===== config.mk =====
export PLATFORM = sky130hd
export DESIGN_NAME = enc_param_ctrl
export DESIGN_NICKNAME = d
export VERILOG_FILES = /design/src/rtl/fgen_pkg.sv /design/src/rtl/press_classifier.sv /design/src/rtl/enc_param_ctrl.sv
export SDC_FILE = /design/constraint.sdc
export NUM_CORES = 1
export LEC_CHECK = 0
export CAP_MARGIN = 30
export CORE_ASPECT_RATIO = 2
export CORE_MARGIN = 5
export CORE_UTILIZATION = 46
export DETAILED_ROUTE_END_ITERATION = 10
export DONT_BUFFER_PORTS = 1
export PLACE_DENSITY_LB_ADDON = 0.15
export REMOVE_ABC_BUFFERS = 1
export SYNTH_ARGS = -nofsm -noshare
export SYNTH_HDL_FRONTEND = slang
export SYNTH_SLANG_ARGS = --single-unit
export TNS_END_PERCENT = 30

===== constraint.sdc =====
create_clock -name clk -period 3.8 [get_ports clk]
set_input_delay 1.14 -clock clk [delete_from_list [all_inputs] [get_ports clk]]
set_output_delay 1.14 -clock clk [all_outputs]
set_load 0.01 [all_outputs]

===== src/rtl/fgen_pkg.sv =====
// ============================================================================
// Module  : fgen_pkg
// Brief   : Shared types and step constants for the encoder parameter control.
// Rev     : 1.0  initial release
// ============================================================================
`default_nettype none

package fgen_pkg;

    typedef enum logic [1:0] {
        FLD_FREQ = 2'd0,
        FLD_AMP  = 2'd1,
        FLD_WAVE = 2'd2
    } field_e;

    typedef enum logic [1:0] {
        WAVE_SINE   = 2'd0,
        WAVE_SQUARE = 2'd1,
        WAVE_TRI    = 2'd2,
        WAVE_SAW    = 2'd3
    } wave_e;

    typedef enum logic [1:0] {
        PS_IDLE = 2'd0,
        PS_HELD = 2'd1,
        PS_LONG = 2'd2
    } press_state_e;

    localparam int unsigned FREQ_STEP_FINE   = 1;
    localparam int unsigned FREQ_STEP_COARSE = 256;
    localparam int unsigned AMP_STEP_FINE    = 1;
    localparam int unsigned AMP_STEP_COARSE  = 16;
    localparam int unsigned ACCEL_MUL        = 4;

    function automatic field_e next_field(input field_e f);
        case (f)
            FLD_FREQ: next_field = FLD_AMP;
            FLD_AMP:  next_field = FLD_WAVE;
            default:  next_field = FLD_FREQ;
        endcase
    endfunction

endpackage

`default_nettype wire


===== src/rtl/press_classifier.sv =====
// ============================================================================
// Module  : press_classifier
// Brief   : Classifies push-switch holds into short and long press pulses.
// Rev     : 1.0  initial release
// ============================================================================
`default_nettype none

module press_classifier
    import fgen_pkg::*;
#(
    parameter logic [23:0] LONG_CYC = 24'd5_000_000
) (
    input  logic clk,
    input  logic rst,
    input  logic enc_s,
    output logic short_press,
    output logic long_press
);

    press_state_e state_q, state_d;
    logic [23:0]  cnt_q, cnt_d;

    always_ff @(posedge clk or negedge rst) begin
        if (!rst) begin
            state_q <= PS_IDLE;
            cnt_q   <= 24'd0;
        end else begin
            state_q <= state_d;
            cnt_q   <= cnt_d;
        end
    end

    // Pulses are combinational so a release lands in the same cycle as a detent.
    always_comb begin
        state_d     = state_q;
        cnt_d       = cnt_q;
        short_press = 1'b0;
        long_press  = 1'b0;
        case (state_q)
            PS_IDLE: begin
                cnt_d = 24'd0;
                if (enc_s) state_d = PS_HELD;
            end
            PS_HELD: begin
                if (!enc_s) begin
                    state_d     = PS_IDLE;
                    cnt_d       = 24'd0;
                    short_press = 1'b1;
                end else begin
                    cnt_d = cnt_q + 24'd1;
                    if (cnt_d >= LONG_CYC) begin
                        state_d    = PS_LONG;
                        long_press = 1'b1;
                    end
                end
            end
            PS_LONG: begin
                if (!enc_s) begin
                    state_d = PS_IDLE;
                    cnt_d   = 24'd0;
                end
            end
            default: begin
                state_d = PS_IDLE;
                cnt_d   = 24'd0;
            end
        endcase
    end

endmodule

`default_nettype wire


===== src/rtl/enc_param_ctrl.sv =====
// ============================================================================
// Module  : enc_param_ctrl
// Brief   : Rotary-encoder editor for frequency/amplitude/waveform settings.
//           Define ENC_PARAM_ACCEL_EN for fast-spin step acceleration.
// Rev     : 1.0  initial release
// ============================================================================
`default_nettype none

module enc_param_ctrl
    import fgen_pkg::*;
#(
    parameter int          FREQ_W    = 16,
    parameter int          AMP_W     = 8,
    parameter logic [FREQ_W-1:0] FREQ_RST = 16'd256,
    parameter logic [23:0] LONG_CYC  = 24'd5_000_000,
    parameter logic [19:0] ACCEL_WIN = 20'd500_000
) (
    input  logic              clk,
    input  logic              rst,
    input  logic              enc_p,
    input  logic              enc_d,
    input  logic              enc_s,
    output logic [FREQ_W-1:0] freq,
    output logic [AMP_W-1:0]  amp,
    output logic [1:0]        wave,
    output logic [1:0]        field,
    output logic              coarse,
    output logic              upd
);

    localparam logic [FREQ_W-1:0] C_F_MAX = '1;
    localparam logic [FREQ_W-1:0] C_F_MIN = {{(FREQ_W-1){1'b0}}, 1'b1};
    localparam logic [AMP_W-1:0]  C_A_MAX = '1;
    localparam logic [AMP_W-1:0]  C_A_RST = {1'b1, {(AMP_W-1){1'b0}}};

    logic              enc_p_q, enc_p_d;
    logic              block_q, block_d;
    logic [FREQ_W-1:0] freq_q, freq_d;
    logic [AMP_W-1:0]  amp_q, amp_d;
    wave_e             wave_q, wave_d;
    field_e            field_q, field_d;
    logic              coarse_q, coarse_d;
    logic              upd_q, upd_d;
    logic              detent, accel, short_press, long_press;
    logic [31:0]       step_f, step_a;

    press_classifier #(.LONG_CYC(LONG_CYC)) u_press (
        .clk         (clk),
        .rst         (rst),
        .enc_s       (enc_s),
        .short_press (short_press),
        .long_press  (long_press)
    );

    // block_q masks a pulse already high when reset releases until it drops.
    assign detent  = enc_p & ~enc_p_q & ~block_q;
    assign enc_p_d = enc_p;
    assign block_d = block_q & enc_p;

`ifdef ENC_PARAM_ACCEL_EN
    logic [19:0] gap_q, gap_d;
    logic        last_dir_q, last_dir_d, have_prev_q, have_prev_d;

    always_comb begin
        gap_d       = gap_q;
        last_dir_d  = last_dir_q;
        have_prev_d = have_prev_q;
        accel       = detent & have_prev_q & (enc_d == last_dir_q) & (gap_q < ACCEL_WIN);
        if (detent) begin
            gap_d       = 20'd1;
            last_dir_d  = enc_d;
            have_prev_d = 1'b1;
        end else if (gap_q < ACCEL_WIN) begin
            gap_d = gap_q + 20'd1;
        end
    end

    always_ff @(posedge clk or negedge rst) begin
        if (!rst) begin
            gap_q       <= 20'd0;
            last_dir_q  <= 1'b0;
            have_prev_q <= 1'b0;
        end else begin
            gap_q       <= gap_d;
            last_dir_q  <= last_dir_d;
            have_prev_q <= have_prev_d;
        end
    end
`else
    assign accel = 1'b0;
`endif

    always_comb begin
        freq_d   = freq_q;
        amp_d    = amp_q;
        wave_d   = wave_q;
        field_d  = field_q;
        coarse_d = coarse_q;
        step_f   = coarse_q ? FREQ_STEP_COARSE : FREQ_STEP_FINE;
        step_a   = coarse_q ? AMP_STEP_COARSE  : AMP_STEP_FINE;
        if (accel) begin
            step_f = step_f * ACCEL_MUL;
            step_a = step_a * ACCEL_MUL;
        end
        // Saturation is decided on headroom so the arithmetic never wraps.
        if (detent) begin
            case (field_q)
                FLD_FREQ: begin
                    if (enc_d)
                        freq_d = (32'(C_F_MAX - freq_q) < step_f) ? C_F_MAX
                                                                  : freq_q + step_f[FREQ_W-1:0];
                    else
                        freq_d = (32'(freq_q) <= step_f) ? C_F_MIN
                                                         : freq_q - step_f[FREQ_W-1:0];
                end
                FLD_AMP: begin
                    if (enc_d)
                        amp_d = (32'(C_A_MAX - amp_q) < step_a) ? C_A_MAX
                                                                : amp_q + step_a[AMP_W-1:0];
                    else
                        amp_d = (32'(amp_q) < step_a) ? '0 : amp_q - step_a[AMP_W-1:0];
                end
                FLD_WAVE: wave_d = enc_d ? wave_e'(wave_q + 2'd1) : wave_e'(wave_q - 2'd1);
                default: ;
            endcase
        end
        if (short_press) field_d  = next_field(field_q);
        if (long_press)  coarse_d = ~coarse_q;
        upd_d = (freq_d != freq_q) | (amp_d != amp_q) | (wave_d != wave_q);
    end

    always_ff @(posedge clk or negedge rst) begin
        if (!rst) begin
            enc_p_q  <= 1'b0;
            block_q  <= 1'b1;
            freq_q   <= FREQ_RST;
            amp_q    <= C_A_RST;
            wave_q   <= WAVE_SINE;
            field_q  <= FLD_FREQ;
            coarse_q <= 1'b0;
            upd_q    <= 1'b0;
        end else begin
            enc_p_q  <= enc_p_d;
            block_q  <= block_d;
            freq_q   <= freq_d;
            amp_q    <= amp_d;
            wave_q   <= wave_d;
            field_q  <= field_d;
            coarse_q <= coarse_d;
            upd_q    <= upd_d;
        end
    end

    assign freq   = freq_q;
    assign amp    = amp_q;
    assign wave   = wave_q;
    assign field  = field_q;
    assign coarse = coarse_q;
    assign upd    = upd_q;

endmodule

`default_nettype wire


# After elaboration in Yosys (flattened, before gate mapping)
# Cells that the tools add are included.
word_totals:
  regBits: 58
  input_bits: 5
  out_inout_bits: 30
  elab_cells: 74
op_classes:
  n_addsub: 9
  n_lt_le_gt_ge: 5
  n_eq_ne: 10
  n_mux: 29
  bitwise_logic: 8
  reduce_logical: 3
op_table:
  columns: ["op", "count"]
  rows:
  - ["2-to-1 mux 16 bit", 5]
  - ["2-to-1 mux 24 bit", 2]
  - ["case mux 24 bit (2 select lines)", 1]
  - ["2-to-1 mux 8 bit", 5]
  - ["< comparator 32 x 5 -> 1 bit", 1]
  - ["< comparator 32 x 9 -> 1 bit", 1]
  - ["adder 24 x 1 -> 24 bit (second input constant)", 1]
  - [">= comparator 24 x 23 -> 1 bit (second input constant)", 1]
  - ["subtractor 16 x 16 -> 17 bit (first input constant)", 1]
  - ["adder 16 x 9 -> 16 bit", 1]
  - ["<= comparator 16 x 9 -> 1 bit", 1]
  - ["inequality test 16 bit", 1]
  - ["subtractor 16 x 9 -> 16 bit", 1]
  - ["2-to-1 mux 2 bit", 7]
  - ["2-to-1 mux 9 bit", 1]
  - ["subtractor 8 x 8 -> 9 bit (first input constant)", 1]
  - ["adder 8 x 5 -> 8 bit", 1]
  - ["< comparator 8 x 5 -> 1 bit", 1]
  - ["inequality test 8 bit", 1]
  - ["subtractor 8 x 5 -> 8 bit", 1]
  - ["case mux 2 bit (3 select lines)", 1]
  - ["2-to-1 mux 1 bit", 5]
  - ["2-to-1 mux 5 bit", 1]
  - ["equality test 2 x 1 -> 1 bit (second input constant)", 2]
  - ["other kinds (12)", 20]

# Longest topological paths before layout
logic_depth:
  word_depth: 9
  ltp_mapped: 12
  depth_no_buf: 11

# Hierarchy
# From an unflattened synthesis, not the netlist that was laid out.
hier_totals:
  cells_unflattened: 630
  area_unflattened_um2: 5059.9
modules_own_cells:
  columns: ["mod", "n_inst", "cells_per_inst", "area_per_inst_um2", "seq_area_each_um2"]
  rows:
  - ["enc_param_ctrl", 1, 407, 3221.8, 804.5]
  - ["press_classifier", 1, 223, 1838.0, 650.6]

# Least setup slack after synthesis
# OpenSTA, ideal clock, no wires.
synth_path:
  path_kind: "input to register"
  start: "input enc_d"
  end: "register upd_q (netlist: upd)"
  setup_ns: 0.145
  t_arrival_ns: 3.218
  required_time_ns: 3.655
  slack_ns: 0.437
  path_stages: 8
  n_path_buf: 0
  cell_sequence: "or4b_2 -> nor3b_1 -> mux2_2 -> a311oi_1 -> nand2_1 -> o2bb2ai_1 -> o31ai_1 -> nand4_1"
synth_between:
  elab_chain_len: 6
  elab_cells_between_ends: 14
  classes_between: "eq/ne: 3; mux: 9; bitwise: 2"
synth_lines:
  columns: ["item", "line", "text"]
  rows:
  - ["from (decl)", "enc_param_ctrl.sv:21", "input logic enc_d,"]
  - ["2-to-1 mux 16 bit or 2-to-1 mux 8 bit (tied branches)", "enc_param_ctrl.sv:109, enc_param_ctrl.sv:117", null]
  - ["2-to-1 mux 16 bit or 2-to-1 mux 8 bit (tied branches)", "enc_param_ctrl.sv:107", "case (field_q)"]
  - ["2-to-1 mux 16 bit or 2-to-1 mux 8 bit (tied branches)", "enc_param_ctrl.sv:106", "if (detent) begin"]
  - ["inequality test 16 bit or inequality test 8 bit (tied branches)", "enc_param_ctrl.sv:129", "upd_d = (freq_d != freq_q) | (amp_d != amp_q) | (wave_d != wave_q);"]
  - ["OR 1 bit", "enc_param_ctrl.sv:129", null]
  - ["OR 1 bit *", "enc_param_ctrl.sv:129", null]
  - ["named net upd_d", "enc_param_ctrl.sv:43", "logic upd_q, upd_d;"]
  - ["to (signal assigned)", "enc_param_ctrl.sv:150", "upd_q <= upd_d;"]
  - ["to (decl)", "enc_param_ctrl.sv:43", null]
# Mark *: on every way through the listed nets, which the timed path passes. The rest lies on a longest branch.
# A chain may end at the register's enable or synchronous reset.

# Worst setup path after layout
layout_path:
  start: "register freq_q[0] (netlist: freq[0])"
  end: "register upd_q (netlist: upd)"
layout_between:
  elab_chain_len: 9
  elab_cells_between_ends: 13
  classes_between: "add/sub: 3; order compare: 2; eq/ne: 1; mux: 5; bitwise: 2"
layout_lines:
  columns: ["item", "line", "text"]
  rows:
  - ["from (decl)", "enc_param_ctrl.sv:38", "logic [FREQ_W-1:0] freq_q, freq_d;"]
  - ["from (signal assigned)", "enc_param_ctrl.sv:145", "freq_q <= freq_d;"]
  - ["subtractor 16 x 16 -> 17 bit", "enc_param_ctrl.sv:110", "freq_d = (32'(C_F_MAX - freq_q) < step_f) ? C_F_MAX"]
  - ["< comparator 32 x 9 -> 1 bit", "enc_param_ctrl.sv:110", null]
  - ["2-to-1 mux 16 bit", "enc_param_ctrl.sv:110", null]
  - ["2-to-1 mux 16 bit", "enc_param_ctrl.sv:109", "if (enc_d)"]
  - ["2-to-1 mux 16 bit", "enc_param_ctrl.sv:107", null]
  - ["2-to-1 mux 16 bit", "enc_param_ctrl.sv:106", null]
  - ["inequality test 16 bit *", "enc_param_ctrl.sv:129", null]
  - ["OR 1 bit * (2 in a row)", "enc_param_ctrl.sv:129", null]
  - ["named net upd_d", "enc_param_ctrl.sv:43", null]
# Marks and branches as above.

==> qor.yml <==
outcome: "complete, no violations"
vias: 4783
max_freq_mhz: 290
setup_viol_count_final: 0
clkTransAtPathRegs_ns: 0.05
synth_cell_types: 75
worstSetupStartpoint: "freq[0]"
dp_hpwl_um: 10400
place_inst: 705
die_w_um: 81.6
cts_tree: "done"
r2r-start: "freq[0]"
pwr_density_cell_nw_per_um2: 603
wire_per_inst_um: 20.1
io_buffers: 0
use_met3_pct: 4.48
netlist_instances: 595
use_met1_pct: 25.0
area_growth_pct: 8.68
syn_area_um2: 4710
start_kind: "flip-flop"
ys_ff_latch: 58
worst_pin_slew_ns: 0.743
insertion_delay_ns: 0.34
io_pins: 35
drt_iter0_markers: 367
path_cells: "inv_1, ha_1, ha_1, or4b_2, nor3b_1, mux2_2, a311oi_1, nand2_1, o2bb2ai_1, o31ai_1, nand4_1"
core_um2: 10100
grt-ovfl-total: 0
min_path_cells: 1
synth_top_family_by_area: "compound AO/OA/AOI/OAI gates"
worstPathArrival_ns: 3.63
avgViaCountPerCell: 6.63
hold_class: "reg2reg"
yosysSeqAreaShare_pct: 30.9
drv_cap: 0
cp_slowest_stage_delay_ns: 0.64
crit_buf_inv: 1
instances_no_fill: 721
grt_max_degree: 59
clockRootBuffer: "clkbuf_16"
final_nets: 604
synth_mux_area_share_pct: 1.59
remaining_drc_errors: 0
finalSetupTns_ns: 0
ant_nets: 0
p_leak_nw: 2.02
critPathCaptureType: "flip-flop"
cp_slowest_cell: "or4b_2"
grt_pass1_vias: 4598
fp-row-count: 52
min_to: "u_press.state_q[0]"
timing.rr.end: "upd"
busiest_layer: "met2"
met2_usage_pct: 41.8
rsz0062_at_grt: "no"
hold_viol: 0
synth_flop_cell: "dfrtp_1"
grt_usage_pct: 23.8
finClkSkew_ns: 0.00814
cp.required_ns: 3.98
dieArea_um2: 12500
antenna_found_initial: 0
drt-total-wl_um: 14500
syn-mean-instance-area_um2: 7.92
hold_buffers: 0
synth_compound_area_share_pct: 30.5
synthAdderAreaFrac_pct: 4.78
postCtsResizedCells: 0
synth-async-reset-ratio_pct: 100
path_class: "reg2reg"
relSlewSlack_pct: 50.0
cp_max_fo: 5
dieHeight_um: 153
cts_setup_buffers: 0
synth_enable_flop_cells: 0
hp-start: "u_press.state_q[0]"
r2r_cells: 11
fin_crit_ns: 3.45
n_antenna_cell: 0
synth_xor_xnor_area_share_pct: 2.60
critPathTopFamily: "simple AND/OR/NAND/NOR gates"
clockBufferDepth: 2
cts_sinks: 58
slew_violations: 0
rrSetupSlack_ns: 0.35
place_congestion: 0.916
drtPass1Iterations: 5
htree_levels: 3
cts_made_buffers: 9
yosys_warnings: 0
period_share_pct: 90.9
yosys.area_share.simple_pct: 24.7
start_util_pct: 46.7
crit_top_cell: "ha_1"
ir_worst_vdd_mv: 0.322
grt_pass1_wl_um: 23100
drive_gt1_share_pct: 10.2
-- cell usage after synthesis (5+ instances only) --
cell type / instances / share of area [%]
o211ai_1: 5 / 0.80
nand2_1: 54 / 4.3
o2bb2ai_1: 5 / 0.93
xnor2_1: 12 / 2.2
nor2_1: 38 / 3.0
dfrtp_1: 55 / 29
nor3b_1: 8 / 1.3
nand3_1: 20 / 2.1
nor4_1: 8 / 1.1
nand4_1: 12 / 1.6
o21ai_0: 77 / 8.2
buf_2: 6 / 0.64
a21oi_1: 36 / 3.8
a211oi_1: 5 / 0.80
and3_1: 12 / 1.6
nor3_1: 15 / 1.6
inv_1: 20 / 1.6
clkbuf_1: 32 / 2.5
o21a_1: 8 / 1.3
o31ai_1: 8 / 1.3
and4_1: 5 / 0.93
a31oi_1: 22 / 2.9
ha_1: 18 / 4.8
-- final cells by class --
| type | count | area, um^2 |
|---|---|---|
| clock buffer | 10 | 239 |
| clock inverter | 6 | 42.5 |
| fill | 975 | 4960 |
| inverter | 20 | 75.1 |
| multi-input combinational | 476 | 3020 |
| sequential | 58 | 1460 |
| tap | 135 | 169 |
| timing repair buffer | 16 | 120 |
-- state kept, by name, indices dropped and copies added, names as in the netlist --
register / cells
u_press.cnt_q: 24
freq: 16
amp: 8
field: 2
u_press.state_q: 2
wave: 2
block_q: 1
coarse: 1
enc_p_q: 1
upd: 1
-- per-layer routing --
| metal | vias up | share of wire [%] |
|---|---|---|
| li1 | 2231 | - |
| met1 | 2261 | 36 |
| met2 | 230 | 52 |
| met3 | 61 | 6.4 |
| met4 | 0 | 5.3 |
| met5 | - | 0 |
-- how the worst max path moves through the flow --
stage	endpoint	cells after the start
2_1_floorplan	upd	7
5_1_grt	upd	11
3_5_place_dp	upd	8
3_3_place_gp	upd	8
6_report	upd	11
4_1_cts	upd	11
-- per-stage QoR --
stage          power, W  hold slack, ns  util [%]  worst slack [ns]  area (um^2)
4_1_cts         0.00308           0.449      50.8             0.389         5120
5_1_grt         0.00328           0.479      50.8            0.0913         5120
2_1_floorplan   0.00192           0.418         -             0.397         4550
3_3_place_gp    0.00228           0.432      48.0             0.306         4840
3_5_place_dp    0.00230           0.442      48.0             0.269         4840
6_report        0.00309           0.453      50.8             0.346         5120
-- placed cells by master (no fill, tap or decap), types with 5 or more instances in the layout --
master,instances
o21ai_0,77
dfrtp_1,55
nand2_1,54
nor2_1,38
a21oi_1,36
a31oi_1,22
inv_1,20
nand3_1,20
ha_1,18
buf_4,16
nor3_1,15
nand4_1,12
and3_1,12
xnor2_1,12
clkbuf_16,9
nor4_1,8
nor3b_1,8
o21a_1,8
o31ai_1,8
and4_1,5
o211ai_1,5
o2bb2ai_1,5
a211oi_1,5
-- cells by family after synthesis --
logic type	after synthesis
AO/OA/AOI/OAI	223
XOR/XNOR	14
adder cells (fa/ha/maj)	18
buffers and inverters	61
flip-flops	58
multiplexers	7
AND/OR/NAND/NOR	214
-- worst reg2reg max path: stages, from the launching register on --
cell	delay, ns
dfrtp_1	0.47
inv_1	0.12
ha_1	0.17
ha_1	0.25
or4b_2	0.64
nor3b_1	0.31
mux2_2	0.37
a311oi_1	0.30
nand2_1	0.12
o2bb2ai_1	0.14
o31ai_1	0.26
nand4_1	0.16
-- power breakdown --
group	total, W	internal (W)	switching [W]
Sequential	0.00119	0.000769	0.000418
Combinational	0.00113	0.000476	0.000652
Clock	0.000775	0.000458	0.000317
(Power assumes the default switching activity.)
